File: config.mk
export PLATFORM = sky130hd
export DESIGN_NAME = rr_mux_arbiter
export DESIGN_NICKNAME = d
export VERILOG_FILES = /design/src/rtl/rr_mux_pkg.sv /design/src/rtl/rr_mux_arbiter_mux4.sv /design/src/rtl/rr_mux_arbiter.sv
export SDC_FILE = /design/constraint.sdc
export NUM_CORES = 1
export LEC_CHECK = 0
export BUFFER_PORTS_ARGS = -buffer_cell sky130_fd_sc_hd__buf_2
export CORE_ASPECT_RATIO = 0.9
export CORE_MARGIN = 2
export CORE_UTILIZATION = 45
export CTS_BUF_LIST = sky130_fd_sc_hd__clkbuf_8 sky130_fd_sc_hd__clkbuf_16
export CTS_CLUSTER_DIAMETER = 80
export CTS_CLUSTER_SIZE = 12
export DETAILED_ROUTE_END_ITERATION = 8
export HOLD_SLACK_MARGIN = 0.05
export PLACE_DENSITY = 0.68
export SYNTH_ARGS = -nofsm -noshare
export SYNTH_HDL_FRONTEND = slang
export SYNTH_HIERARCHICAL = 1
export SYNTH_SLANG_ARGS = --single-unit
export TNS_END_PERCENT = 30
File: constraint.sdc
create_clock -name clk -period 1.75 [get_ports clk]
set_input_delay 0.175 -clock clk [delete_from_list [all_inputs] [get_ports clk]]
set_output_delay 0.175 -clock clk [all_outputs]
set_load 0.01 [all_outputs]
File: src/rtl/rr_mux_pkg.sv
// rtl/rr_mux_pkg.sv - shared types, sizes and round-robin pick for rr_mux_arbiter
package rr_mux_pkg;

  localparam int N_REQ = 4;
  localparam int SEL_W = 2;

  typedef enum logic [1:0] {
    IDLE  = 2'd0,
    GRANT = 2'd1,
    GAP   = 2'd2
  } state_e;

  // Scan last+1, last+2, last+3, last (mod 4) and return the first requester found.
  // The index arithmetic wraps naturally in SEL_W bits.
  function automatic logic [SEL_W-1:0] next_rr(input logic [SEL_W-1:0] last,
                                               input logic [N_REQ-1:0] req);
    logic [SEL_W-1:0] idx;
    logic             found;
    next_rr = last;
    found   = 1'b0;
    for (int k = 1; k <= N_REQ; k++) begin
      idx = last + SEL_W'(k);
      if (!found && req[idx]) begin
        next_rr = idx;
        found   = 1'b1;
      end
    end
  endfunction

endpackage

File: src/rtl/rr_mux_arbiter_mux4.sv
// rtl/rr_mux_arbiter_mux4.sv - 4:1 single-bit multiplexer shared by the requesters
module rr_mux_arbiter_mux4 (
  input  logic A,
  input  logic B,
  input  logic C,
  input  logic D,
  input  logic S0,
  input  logic S1,
  output logic Y
);

  // Select {S1,S0}: 0->A, 1->B, 2->C, 3->D.
  assign Y = S1 ? (S0 ? D : C) : (S0 ? B : A);

endmodule

File: src/rtl/rr_mux_arbiter.sv
// rtl/rr_mux_arbiter.sv - round-robin arbiter driving the shared 4:1 mux selects
module rr_mux_arbiter
  import rr_mux_pkg::*;
#(
  parameter int MAX_HOLD = 8,
  parameter int HOLD_W   = 8
) (
  input  logic             clk,
  input  logic             rst,
  input  logic             en,
  input  logic [N_REQ-1:0] req,
  input  logic [N_REQ-1:0] din,
  output logic [N_REQ-1:0] gnt,
  output logic [SEL_W-1:0] sel,
  output logic             y,
  output logic             y_valid,
  output logic             busy,
  output logic             expired
);

  localparam logic [HOLD_W-1:0] HOLD_LAST = HOLD_W'(MAX_HOLD - 1);
  localparam logic [SEL_W-1:0]  LAST_RST  = SEL_W'(N_REQ - 1);

  state_e            state_q, state_d;
  logic [N_REQ-1:0]  gnt_q, gnt_d;
  logic [SEL_W-1:0]  sel_q, sel_d;
  logic [SEL_W-1:0]  last_q, last_d;
  logic [HOLD_W-1:0] hold_cnt_q, hold_cnt_d;
  logic              expired_q, expired_d;
  logic [SEL_W-1:0]  winner;
  logic              limit_hit;
  logic              owner_req;

  assign winner    = next_rr(last_q, req);
  assign limit_hit = (hold_cnt_q == HOLD_LAST);
  assign owner_req = req[sel_q];

  // State register; reset leaves requester 0 with top priority (last = 3).
  always_ff @(posedge clk) begin
    if (rst) begin
      state_q    <= IDLE;
      gnt_q      <= '0;
      sel_q      <= '0;
      last_q     <= LAST_RST;
      hold_cnt_q <= '0;
      expired_q  <= 1'b0;
    end else begin
      state_q    <= state_d;
      gnt_q      <= gnt_d;
      sel_q      <= sel_d;
      last_q     <= last_d;
      hold_cnt_q <= hold_cnt_d;
      expired_q  <= expired_d;
    end
  end

  // Next-state: arbitrate from IDLE/GAP, run the tenure in GRANT, always pass through one GAP cycle.
  always_comb begin
    state_d    = state_q;
    gnt_d      = gnt_q;
    sel_d      = sel_q;
    last_d     = last_q;
    hold_cnt_d = hold_cnt_q;
    expired_d  = 1'b0;
    unique case (state_q)
      GRANT: begin
        hold_cnt_d = hold_cnt_q + HOLD_W'(1);
        if (!owner_req || limit_hit) begin
          gnt_d      = '0;
          last_d     = sel_q;
          hold_cnt_d = '0;
          state_d    = GAP;
          expired_d  = owner_req;
        end
      end
      default: begin
        if (en && (req != '0)) begin
          gnt_d         = '0;
          gnt_d[winner] = 1'b1;
          sel_d         = winner;
          hold_cnt_d    = '0;
          state_d       = GRANT;
        end else begin
          gnt_d   = '0;
          state_d = IDLE;
        end
      end
    endcase
  end

  assign gnt     = gnt_q;
  assign sel     = sel_q;
  assign y_valid = |gnt_q;
  assign busy    = (state_q == GRANT);
  assign expired = expired_q;

  rr_mux_arbiter_mux4 u_mux (
    .A  (din[0]),
    .B  (din[1]),
    .C  (din[2]),
    .D  (din[3]),
    .S0 (sel_q[0]),
    .S1 (sel_q[1]),
    .Y  (y)
  );

endmodule

==> impl_metrics.ini, run 1 <==
[worst_setup_path]
rr_endpoint = last_q[1]$_SDFFE_PP1P_
endpoint_kind = register
reg2reg_setup_slack_ns = 0.04
critical_path_class = reg2reg
crit_arrival_ns = 1.87
crit_required_ns = 1.90
r2r-start = hold_cnt_q[7]$_SDFFE_PP0P_
ff2ff_path_depth = 5
path_max_fanout = 5
cp-start-kind = register

[die]
die-height_um = 48.3
coreArea_sq_mm = 0.00212
die_area_sq_mm = 0.00257
rows = 16
ios = 21
die_x_um = 53.2
initial_core_util = 0.462

[drt]
avgViaCountPerCell = 5.50
postRouteAntennaNets = 0
drt-total-wl_mm = 2.23
drt-initial-drc-count = 25
vias = 924
drcViolationCount = 0
detail_route.wl_per_cell_um = 13.3
drt_first_pass_iters = 4

[timing]
fin_crit_sh = 0.979
drv_slew = 0
rsz0062_at_grt = yes
timing.fmax_mhz = 584
fin_skew_ns = 0.00389
setup_viol = 0
setup_ws_ns = 0.0364
slew_headroom = 0.716
hold_viol = 0
min_period_ns = 1.71
finalSetupTns_ns = 0
tightest_slew_ns = 0.427

[cts]
path_clk_slew_ns = 0.08
clkLatencyLatePin_ns = 0.26
clkSinkCount = 19
cts-root-buf = clkbuf_8
cts_tree = built
htree_num_levels = 1
clockBufferDepth = 2
cts_hold_buf = 0
numCtsBuffers = 3

[power_and_ir_drop]
power_frac_seq = 0.472
p_int_uw = 709
max-vdd-ir-drop_mv = 0.763
power_frac_comb = 0.208
power.density_mw_per_mm2 = 801
total_power_uw = 993
sw_frac_of_total = 0.286
power.switching_uw = 284
power.leakage_uw = 0.000493
pwr-share-clk = 0.319

[synth]
synth-edff-count = 0
ys_warn_count = 6
synthArstFlopShare = 0
synth-seq-area-share = 0.388
syn_area_sq_um = 981
yosysUniqueCellTypes = 40
syn_inst = 111
synth_nets = 123
ys.flop_type = dfxtp_1
synth_area_per_cell_sq_um = 8.84
yosys_register_bits = 19

[global_route]
grt_usage = 0.179
grt_pass1_vias = 734
grt_overflow = 0
grt_start_max_net_pins = 20
grt_pass1_wl_mm = 3.22
antenna_found_initial = 0

[job]
drv_cap = 0

[worst_hold_path]
hold_class = in2reg
whs_path_depth = 2
min_from = rst
hold_end = sel[1]$_SDFFE_PP0P_

[placed_design]
io_buffers = 20
place_congestion = 0.815
place_area_sq_mm = 0.00115
dp.cells = 161
place_ws_ns = -0.00424
hpwl_mm = 1.50

[finish]
final_area_sq_mm = 0.00124
num_antenna_cells = 0
drive_gt1_frac = 0.348
finalNetCount = 154
fillers = 204
stdcell_count = 168
area_growth_pct = 26.4

[run_status]
outcome = complete, no violations
-- cell usage in the layout, fill, tap and decap left out, types with 2 or more instances in the layout --
cell | synthesis | layout
buf_2 | 2 | 20
dfxtp_1 | 19 | 17
nand2_1 | 16 | 16
nor2_1 | 14 | 14
buf_4 | 0 | 9
nand3_1 | 6 | 6
a21oi_1 | 5 | 5
a31oi_1 | 5 | 5
nand3b_1 | 4 | 4
clkbuf_8 | 0 | 3
inv_1 | 2 | 2
nor2b_1 | 3 | 2
nand2b_1 | 2 | 2
o21ai_0 | 2 | 2
mux4_2 | 2 | 2
nor3b_4 | 1 | 2
a211oi_1 | 2 | 2
dfxtp_2 | 0 | 2
-- timing repair --
action                                  in CTS  in global routing
cloned                                       0                  1
endpoints found under the setup margin       5                 13
pin swaps                                    2                  9
gates resized for setup                      0                  6
buffers inserted                             0                  2
-- registers in the layout, indices dropped and copies added, names as in the netlist --
name,cells
hold_cnt_q,8
expired,1
state_q,2
sel,2
last_q,2
gnt,4
-- how the worst max path moves through the flow --
stage,from,cells past startpoint,slack [ns],end
detailed placement,sel[0]$_SDFFE_PP0P_,5,-0.004,hold_cnt_q[3]$_SDFFE_PP0P_
global placement,hold_cnt_q[7]$_SDFFE_PP0P_,4,0.01,last_q[1]$_SDFFE_PP1P_
floorplan,hold_cnt_q[3]$_SDFFE_PP0P_,6,0.07,gnt[0]$_SDFFE_PP0P_
CTS,sel[0]$_SDFFE_PP0P_,5,-0.04,hold_cnt_q[3]$_SDFFE_PP0P_
global route,hold_cnt_q[2]$_SDFFE_PP0P_,5,-0.06,hold_cnt_q[7]$_SDFFE_PP0P_
finish,hold_cnt_q[7]$_SDFFE_PP0P_,5,0.04,last_q[1]$_SDFFE_PP1P_
-- cell usage after synthesis (all sizes together), types with 2 or more instances --
master | n | area [sq um]
dfxtp | 19 | 380
nand3 | 6 | 30.0
nand3b | 4 | 30.0
inv | 2 | 7.51
a31oi | 5 | 31.3
clkbuf | 2 | 7.51
a21oi | 5 | 25.0
nor3 | 2 | 15.0
nor2b | 3 | 18.8
a211oi | 2 | 15.0
or2 | 2 | 12.5
buf | 3 | 21.3
nand2 | 17 | 66.3
o21ai | 2 | 10.0
mux4 | 2 | 45.0
or4 | 2 | 18.8
nand2b | 2 | 12.5
nor2 | 15 | 58.8
-- layer usage --
layer	vias up	GRT usage	wire (um)
met3	2	0.0552	125
met4	0	0.0615	17
li1	460	-	-
met5	-	0	0
met2	27	0.269	1030
met1	435	0.245	1050
-- logic make-up after synthesis --
logic type	after synthesis	share of synthesized area
flops	19	0.388
fa+ha+maj	1	0.0128
compound gates	23	0.184
xor+xnor	1	0.00893
buf+inv	7	0.0370
mux	4	0.0676
simple gates	56	0.302
-- power groups by stage --
stage,Clock [uW],Sequential [uW],Combinational (uW)
finish,317,469,207
detailed placement,0,476,186
global route,347,472,228
CTS,322,466,188
global placement,0,475,182
floorplan,0,481,118
-- critical path: stages, from the launching register on --
cell and delay, ns:
dfxtp_2 0.33, or4_4 0.54, o31ai_4 0.23, buf_6 0.17, nand2_4 0.07, a211o_1 0.27
-- layout make-up --
type                    count  area [sq um]  share of cell area
multi-input cells          86           591               0.476
well taps                  27          33.8              0.0272
inverters                   2          7.51             0.00605
clock buffers               3          41.3              0.0333
flip-flops and latches     19           383               0.309
clock inverters             1          5.00             0.00404
repair buffers             30           179               0.144
-- per-stage QoR --
step,hold WS (ns),utilization
2_1_floorplan,0.479,-
3_3_place_gp,0.454,0.540
3_5_place_dp,0.457,0.540
4_1_cts,0.292,0.562
5_1_grt,0.316,0.584
6_report,0.295,0.584
(Power assumes the default switching activity.)
==> run 2: changes to the inputs <==
--- a/config.mk
+++ b/config.mk
@@ -6,15 +6,17 @@
 export NUM_CORES = 1
 export LEC_CHECK = 0
 export BUFFER_PORTS_ARGS = -buffer_cell sky130_fd_sc_hd__buf_2
+export CELL_PAD_IN_SITES_DETAIL_PLACEMENT = 0
+export CELL_PAD_IN_SITES_GLOBAL_PLACEMENT = 1
 export CORE_ASPECT_RATIO = 0.9
 export CORE_MARGIN = 2
-export CORE_UTILIZATION = 45
+export CORE_UTILIZATION = 35
 export CTS_BUF_LIST = sky130_fd_sc_hd__clkbuf_8 sky130_fd_sc_hd__clkbuf_16
 export CTS_CLUSTER_DIAMETER = 80
 export CTS_CLUSTER_SIZE = 12
 export DETAILED_ROUTE_END_ITERATION = 8
 export HOLD_SLACK_MARGIN = 0.05
-export PLACE_DENSITY = 0.68
+export PLACE_DENSITY = 0.7
 export SYNTH_ARGS = -nofsm -noshare
 export SYNTH_HDL_FRONTEND = slang
 export SYNTH_HIERARCHICAL = 1
==> run 2 against run 1 <==
  * Routed wire length increased by 6.5%
  * Sequential share of layout area shrank 0.43 points
  * Critical path depth grew 1
  * Worst hold slack got worse by 0.011 ns
  * Setup slack got worse by 0.019 ns
  * Clock-buffer cell count did not move
  * First-iteration DRC count grew 92%
  * Final cell count grew 3.6%
  * Clock skew shrank 0.0026 ns
  * Maximum frequency fell by 1.1%
  * Die area increased by 26%
  * Core utilization fell by 12 points
  * Largest cell class unchanged
  * Highest routed layer unchanged
==> impl_metrics.ini, run 2 (synthesized netlist as in run 1, its figures left out) <==
[run_status]
outcome = complete, no violations

[drt]
drcViolationCount = 0
postRouteAntennaNets = 0
drt-initial-drc-count = 48
vias = 908
avgViaCountPerCell = 5.22
drt-total-wl_mm = 2.38
detail_route.wl_per_cell_um = 13.6
drt_first_pass_iters = 4

[global_route]
grt_usage = 0.151
use_met3 = 0.0426
use_met2 = 0.257
grt.busiest_layer = met2
grt_pass1_vias = 811
grt_overflow = 0
antenna_found_initial = 0
grt_pass1_wl_mm = 3.62
grt_start_max_net_pins = 20
grt_use_met1 = 0.187

[cts]
clockBufferDepth = 2
clkLatencyLatePin_ns = 0.26
path_clk_slew_ns = 0.07
cts_tree = built
numCtsBuffers = 3
cts-root-buf = clkbuf_8
clkSinkCount = 19
cts_hold_buf = 0
htree_num_levels = 1

[finish]
area_growth_pct = 28.2
drive_gt1_frac = 0.347
most-common-layout-cells = buf_2, dfxtp_1, nand2_1, nor2_1, buf_4
regMostFlops = hold_cnt_q
fillers = 282
largest_reg_flops = 8
final_area_sq_mm = 0.00126
num_antenna_cells = 0
finalNetCount = 157
mostFrequentLayoutCell = buf_2

[worst_setup_path]
worst-path-buf-inv = 1
slowest_stage = or4_4
path_cells = or4_4 -> o31ai_4 -> buf_4 -> nor3b_4 -> a32oi_2 -> nor2_1
endpoint_kind = register
crit_required_ns = 1.89
cp-start-kind = register
path_max_fanout = 8
critical_path_class = reg2reg
max_stage_delay_ns = 0.54
crit_family = simple AND/OR/NAND/NOR gates
crit_arrival_ns = 1.87

[die]
coreArea_sq_mm = 0.00270
ios = 21
die_x_um = 59.8
die-height_um = 54.2
initial_core_util = 0.363
die_area_sq_mm = 0.00324
rows = 18

[timing]
timing.fmax_mhz = 577
finalSetupTns_ns = 0
hold_viol = 0
setup_viol = 0
fin_skew_ns = 0.00130
rsz0062_at_grt = yes
min_period_ns = 1.73
fin_crit_sh = 0.990
tightest_slew_ns = 0.395
slew_headroom = 0.736
drv_slew = 0

[placed_design]
place_area_sq_mm = 0.00116
io_buffers = 20
hpwl_mm = 1.66
place_congestion = 0.677

[power_and_ir_drop]
max-vdd-ir-drop_mv = 0.484
power.switching_uw = 277
p_int_uw = 716
power.density_mw_per_mm2 = 790
pwr-share-clk = 0.308
sw_frac_of_total = 0.279
power.leakage_uw = 0.000501
power_frac_seq = 0.472
power_frac_comb = 0.220

[job]
drv_cap = 0

[worst_hold_path]
hold_class = in2reg
run 2: stage by stage:
stage | setup slack, ns | hold slack [ns] | power, uW | utilization | cells
2_1_floorplan | 0.0738 | 0.479 | 598 | - | 111
3_3_place_gp | 0.0426 | 0.455 | 665 | 0.431 | 166
3_5_place_dp | -0.0225 | 0.470 | 670 | 0.431 | 166
4_1_cts | -0.0314 | 0.303 | 978 | 0.448 | 170
5_1_grt | -0.0546 | 0.316 | 1040 | 0.465 | 174
6_report | 0.0177 | 0.284 | 993 | 0.465 | 174
run 2: timing repair:
item / in CTS / in global routing
endpoints found under the hold margin: 0 / 0
gates cloned: 0 / 1
buffers inserted: 0 / 3
pin swaps: 2 / 8
endpoints found under the setup margin: 3 / 12
resized for setup: 0 / 4
run 2: final cells by class:
class                   instances  area, sq um  area share
multi-input cells              86          583       0.464
clock inverters                 1         3.75     0.00299
clock buffers                   3         41.3      0.0328
inverters                       2         7.51     0.00597
flip-flops and latches         19          383       0.304
repair buffers                 33          201       0.160
well taps                      30         37.5      0.0299
run 2: path summary, 6_finish.rpt:
| check | cells after the start | slack [ns] | to | start |
|---|---|---|---|---|
| worst max-delay path | 6 | 0.02 | gnt[0]$_SDFFE_PP0P_ | hold_cnt_q[5]$_SDFFE_PP0P_ |
| worst min-delay path | 2 | 0.28 | hold_cnt_q[1]$_SDFFE_PP0P_ | rst |
| worst max register to register | 6 | 0.02 | gnt[0]$_SDFFE_PP0P_ | hold_cnt_q[5]$_SDFFE_PP0P_ |
| worst min register to register | 2 | 0.48 | gnt[1]$_SDFFE_PP0P_ | gnt[1]$_SDFFE_PP0P_ |
run 2: metal layers:
| metal | part of all wire | wire length [um] |
|---|---|---|
| met5 | 0 | 0 |
| met4 | 0.0067 | 16 |
| met3 | 0.032 | 77 |
| met2 | 0.48 | 1140 |
| met1 | 0.48 | 1140 |
run 2: power by group through the flow:
| stage | sequential, uW | combinational (uW) | clock [uW] |
|---|---|---|---|
| global placement | 476 | 189 | 0 |
| finish | 469 | 219 | 306 |
| global route | 472 | 240 | 331 |
| floorplan | 481 | 118 | 0 |
| CTS | 466 | 195 | 317 |
| detailed placement | 476 | 194 | 0 |
==> run 3: changes to the inputs <==
--- a/config.mk
+++ b/config.mk
@@ -5,18 +5,20 @@
 export SDC_FILE = /design/constraint.sdc
 export NUM_CORES = 1
 export LEC_CHECK = 0
+export ABC_AREA = 1
 export BUFFER_PORTS_ARGS = -buffer_cell sky130_fd_sc_hd__buf_2
 export CELL_PAD_IN_SITES_DETAIL_PLACEMENT = 0
 export CELL_PAD_IN_SITES_GLOBAL_PLACEMENT = 1
 export CORE_ASPECT_RATIO = 0.9
 export CORE_MARGIN = 2
-export CORE_UTILIZATION = 35
+export CORE_UTILIZATION = 34
 export CTS_BUF_LIST = sky130_fd_sc_hd__clkbuf_8 sky130_fd_sc_hd__clkbuf_16
 export CTS_CLUSTER_DIAMETER = 80
 export CTS_CLUSTER_SIZE = 12
 export DETAILED_ROUTE_END_ITERATION = 8
 export HOLD_SLACK_MARGIN = 0.05
-export PLACE_DENSITY = 0.7
+export PLACE_DENSITY = 0.71
+export SETUP_SLACK_MARGIN = 0.5
 export SYNTH_ARGS = -nofsm -noshare
 export SYNTH_HDL_FRONTEND = slang
 export SYNTH_HIERARCHICAL = 1
==> run 3 against run 2 <==
  * Flip-flop and latch count unchanged
  * Synthesized cell count up 68%
  * Final cell count up 51%
  * Maximum frequency up 18%
  * Power up 33%
  * Critical endpoint is now gnt[2]$_SDFFE_PP0P_
  * Sequential share of layout area down 6.6 points
  * Synthesized area up 20%
  * Register-to-register slack better by 0.27 ns
  * Clock-buffer cell count unchanged
==> impl_metrics.ini, run 3 <==
[worst_hold_path]
hold_end = hold_cnt_q[5]$_SDFFE_PP0P_
whs_path_depth = 2
hold_class = in2reg
min_from = rst

[worst_setup_path]
crit_required_ns = 1.94
path_max_fanout = 6
crit_arrival_ns = 1.65
rr_endpoint = gnt[2]$_SDFFE_PP0P_
endpoint_kind = register
cp-start-kind = register
reg2reg_setup_slack_ns = 0.29
r2r-start = last_q[0]$_SDFFE_PP1P_
ff2ff_path_depth = 12
critical_path_class = reg2reg

[die]
rows = 20
initial_core_util = 0.352
die_area_sq_mm = 0.00396
die-height_um = 59.9
die_x_um = 66.1
ios = 21
coreArea_sq_mm = 0.00335

[synth]
synth_nets = 198
synth-seq-area-share = 0.322
synth_area_per_cell_sq_um = 6.35
synth_top_area_share = 0.322
yosysUniqueCellTypes = 29
synth-edff-count = 0
yosysTopAreaCell = dfxtp_1
synth_area_leaders = dfxtp_1, nand2_1, inv_1
syn_inst = 186
ys.flop_type = dfxtp_1
yosys_register_bits = 19
yosysMostFrequentCell = nand2_1
ys_warn_count = 6
syn_area_sq_mm = 0.00118
synthArstFlopShare = 0
synthTopCellsByCount = nand2_1, inv_1, dfxtp_1, nand3_1, a21oi_1

[timing]
timing.fmax_mhz = 684
slew_headroom = 0.697
rsz0062_at_grt = yes
finalSetupTns_ns = 0
setup_viol = 0
fin_skew_ns = 0.00527
min_period_ns = 1.46
drv_slew = 0
fin_crit_sh = 0.835
tightest_slew_ns = 0.452
hold_viol = 0

[cts]
cts_hold_buf = 0
path_clk_slew_ns = 0.07
cts_tree = built
clkSinkCount = 19
cts-root-buf = clkbuf_8
clkLatencyLatePin_ns = 0.26
numCtsBuffers = 3
clockBufferDepth = 2
htree_num_levels = 1

[power_and_ir_drop]
power.leakage_uw = 0.000779
total_power_uw = 1320
power.density_mw_per_mm2 = 804
max-vdd-ir-drop_mv = 0.323

[global_route]
grt_pass1_vias = 1210
grt_start_max_net_pins = 15
grt_pass1_wl_mm = 5.28
antenna_found_initial = 0
grt_usage = 0.172
grt_overflow = 0

[finish]
regMostFlops = hold_cnt_q
drive_gt1_frac = 0.413
largest_reg_flops = 8
most-common-layout-cells = nand2_1, inv_1, buf_2, nand2_2, nand2_4
num_antenna_cells = 0
finalNetCount = 231
mostFrequentLayoutCell = nand2_1
area_growth_pct = 39.3

[placed_design]
hpwl_mm = 2.18
place_congestion = 0.835
io_buffers = 20

[drt]
drt-initial-drc-count = 56
drt-total-wl_mm = 3.23
detail_route.wl_per_cell_um = 12.3
drt_first_pass_iters = 4
drcViolationCount = 0
vias = 1285
postRouteAntennaNets = 0
avgViaCountPerCell = 4.90

[job]
drv_cap = 0

[run_status]
outcome = complete, no violations
## run 3: changes by cell type after synthesis, moves of 6 or more
cell,before,now
nand2_1,16,64
nand3_1,6,14
inv_1,2,20
nand2_2,1,8
a21oi_1,5,12
o21ai_0,2,8
nor2_1,14,8
## run 3: worst max-delay path: stages, from the launching register on
cell and delay (ns):
dfxtp_4 0.39, buf_6 0.13, nand2_4 0.06, nand2_4 0.06, nand2_4 0.09, nand2_4 0.08, inv_4 0.07, nand3_4 0.11
nand2_4 0.09, nand2_4 0.06, nor2_4 0.09, nand2_2 0.06, a21oi_2 0.12
## run 3: area by class of cell
type,instances,area (sq um)
clock buffers,3,41.3
clock inverters,1,3.75
fillers,343,1710
inverters,25,109
multi-input cells,140,857
flip-flops and latches,19,393
well taps,44,55.1
repair buffers,30,186
## run 3: layer usage
layer | track usage | share of wire
met2 | 0.274 | 0.46
met5 | 0 | 0
met3 | 0.0452 | 0.049
met4 | 0.0641 | 0.0068
met1 | 0.225 | 0.49
## run 3: worst max path at each step
stage	startpoint	cells past startpoint	endpoint	slack, ns
2_1_floorplan	last_q[0]$_SDFFE_PP1P_	12	gnt[1]$_SDFFE_PP0P_	0.47
3_3_place_gp	last_q[0]$_SDFFE_PP1P_	12	gnt[3]$_SDFFE_PP0P_	0.20
3_5_place_dp	last_q[0]$_SDFFE_PP1P_	12	gnt[2]$_SDFFE_PP0P_	0.16
4_1_cts	last_q[0]$_SDFFE_PP1P_	12	gnt[2]$_SDFFE_PP0P_	0.28
5_1_grt	last_q[0]$_SDFFE_PP1P_	12	gnt[2]$_SDFFE_PP0P_	0.18
6_report	last_q[0]$_SDFFE_PP1P_	12	gnt[2]$_SDFFE_PP0P_	0.29
## run 3: cells by family (layout without fill, tap and decap cells)
logic type / count (synthesis) / count (layout) / synth area share
DFF: 19 / 19 / 0.322
adders and majority gates: 1 / 1 / 0.0106
AOI/OAI and AO/OA: 29 / 29 / 0.142
and+or+nand+nor: 109 / 109 / 0.426
xor gates and xnor gates: 1 / 1 / 0.00742
buffers and inverters: 27 / 59 / 0.0921
## run 3: report_power, final
part / switching (uW) / total (uW) / leakage (uW) / internal (uW)
sequential: 36.2 / 497 / 0.000156 / 461
combinational: 326 / 528 / 0.000596 / 202
clock: 142 / 298 / 0.0000269 / 156
## run 3: what timing repair did
action	4_1_cts	5_1_grt
endpoints found under the hold margin	0	0
cloned	0	0
setup endpoints to repair	20	22
setup buffers	7	3
pin swaps	12	16
resized for setup	26	27
## run 3: metrics by stage
stage,utilization,area [sq um],worst slack [ns],hold WS [ns],std cells
floorplan,-,1200,0.466,0.270,186
global placement,0.401,1340,0.195,0.476,248
detailed placement,0.401,1340,0.159,0.485,248
CTS,0.454,1520,0.278,0.281,259
global route,0.491,1650,0.181,0.281,262
finish,0.491,1650,0.288,0.280,262
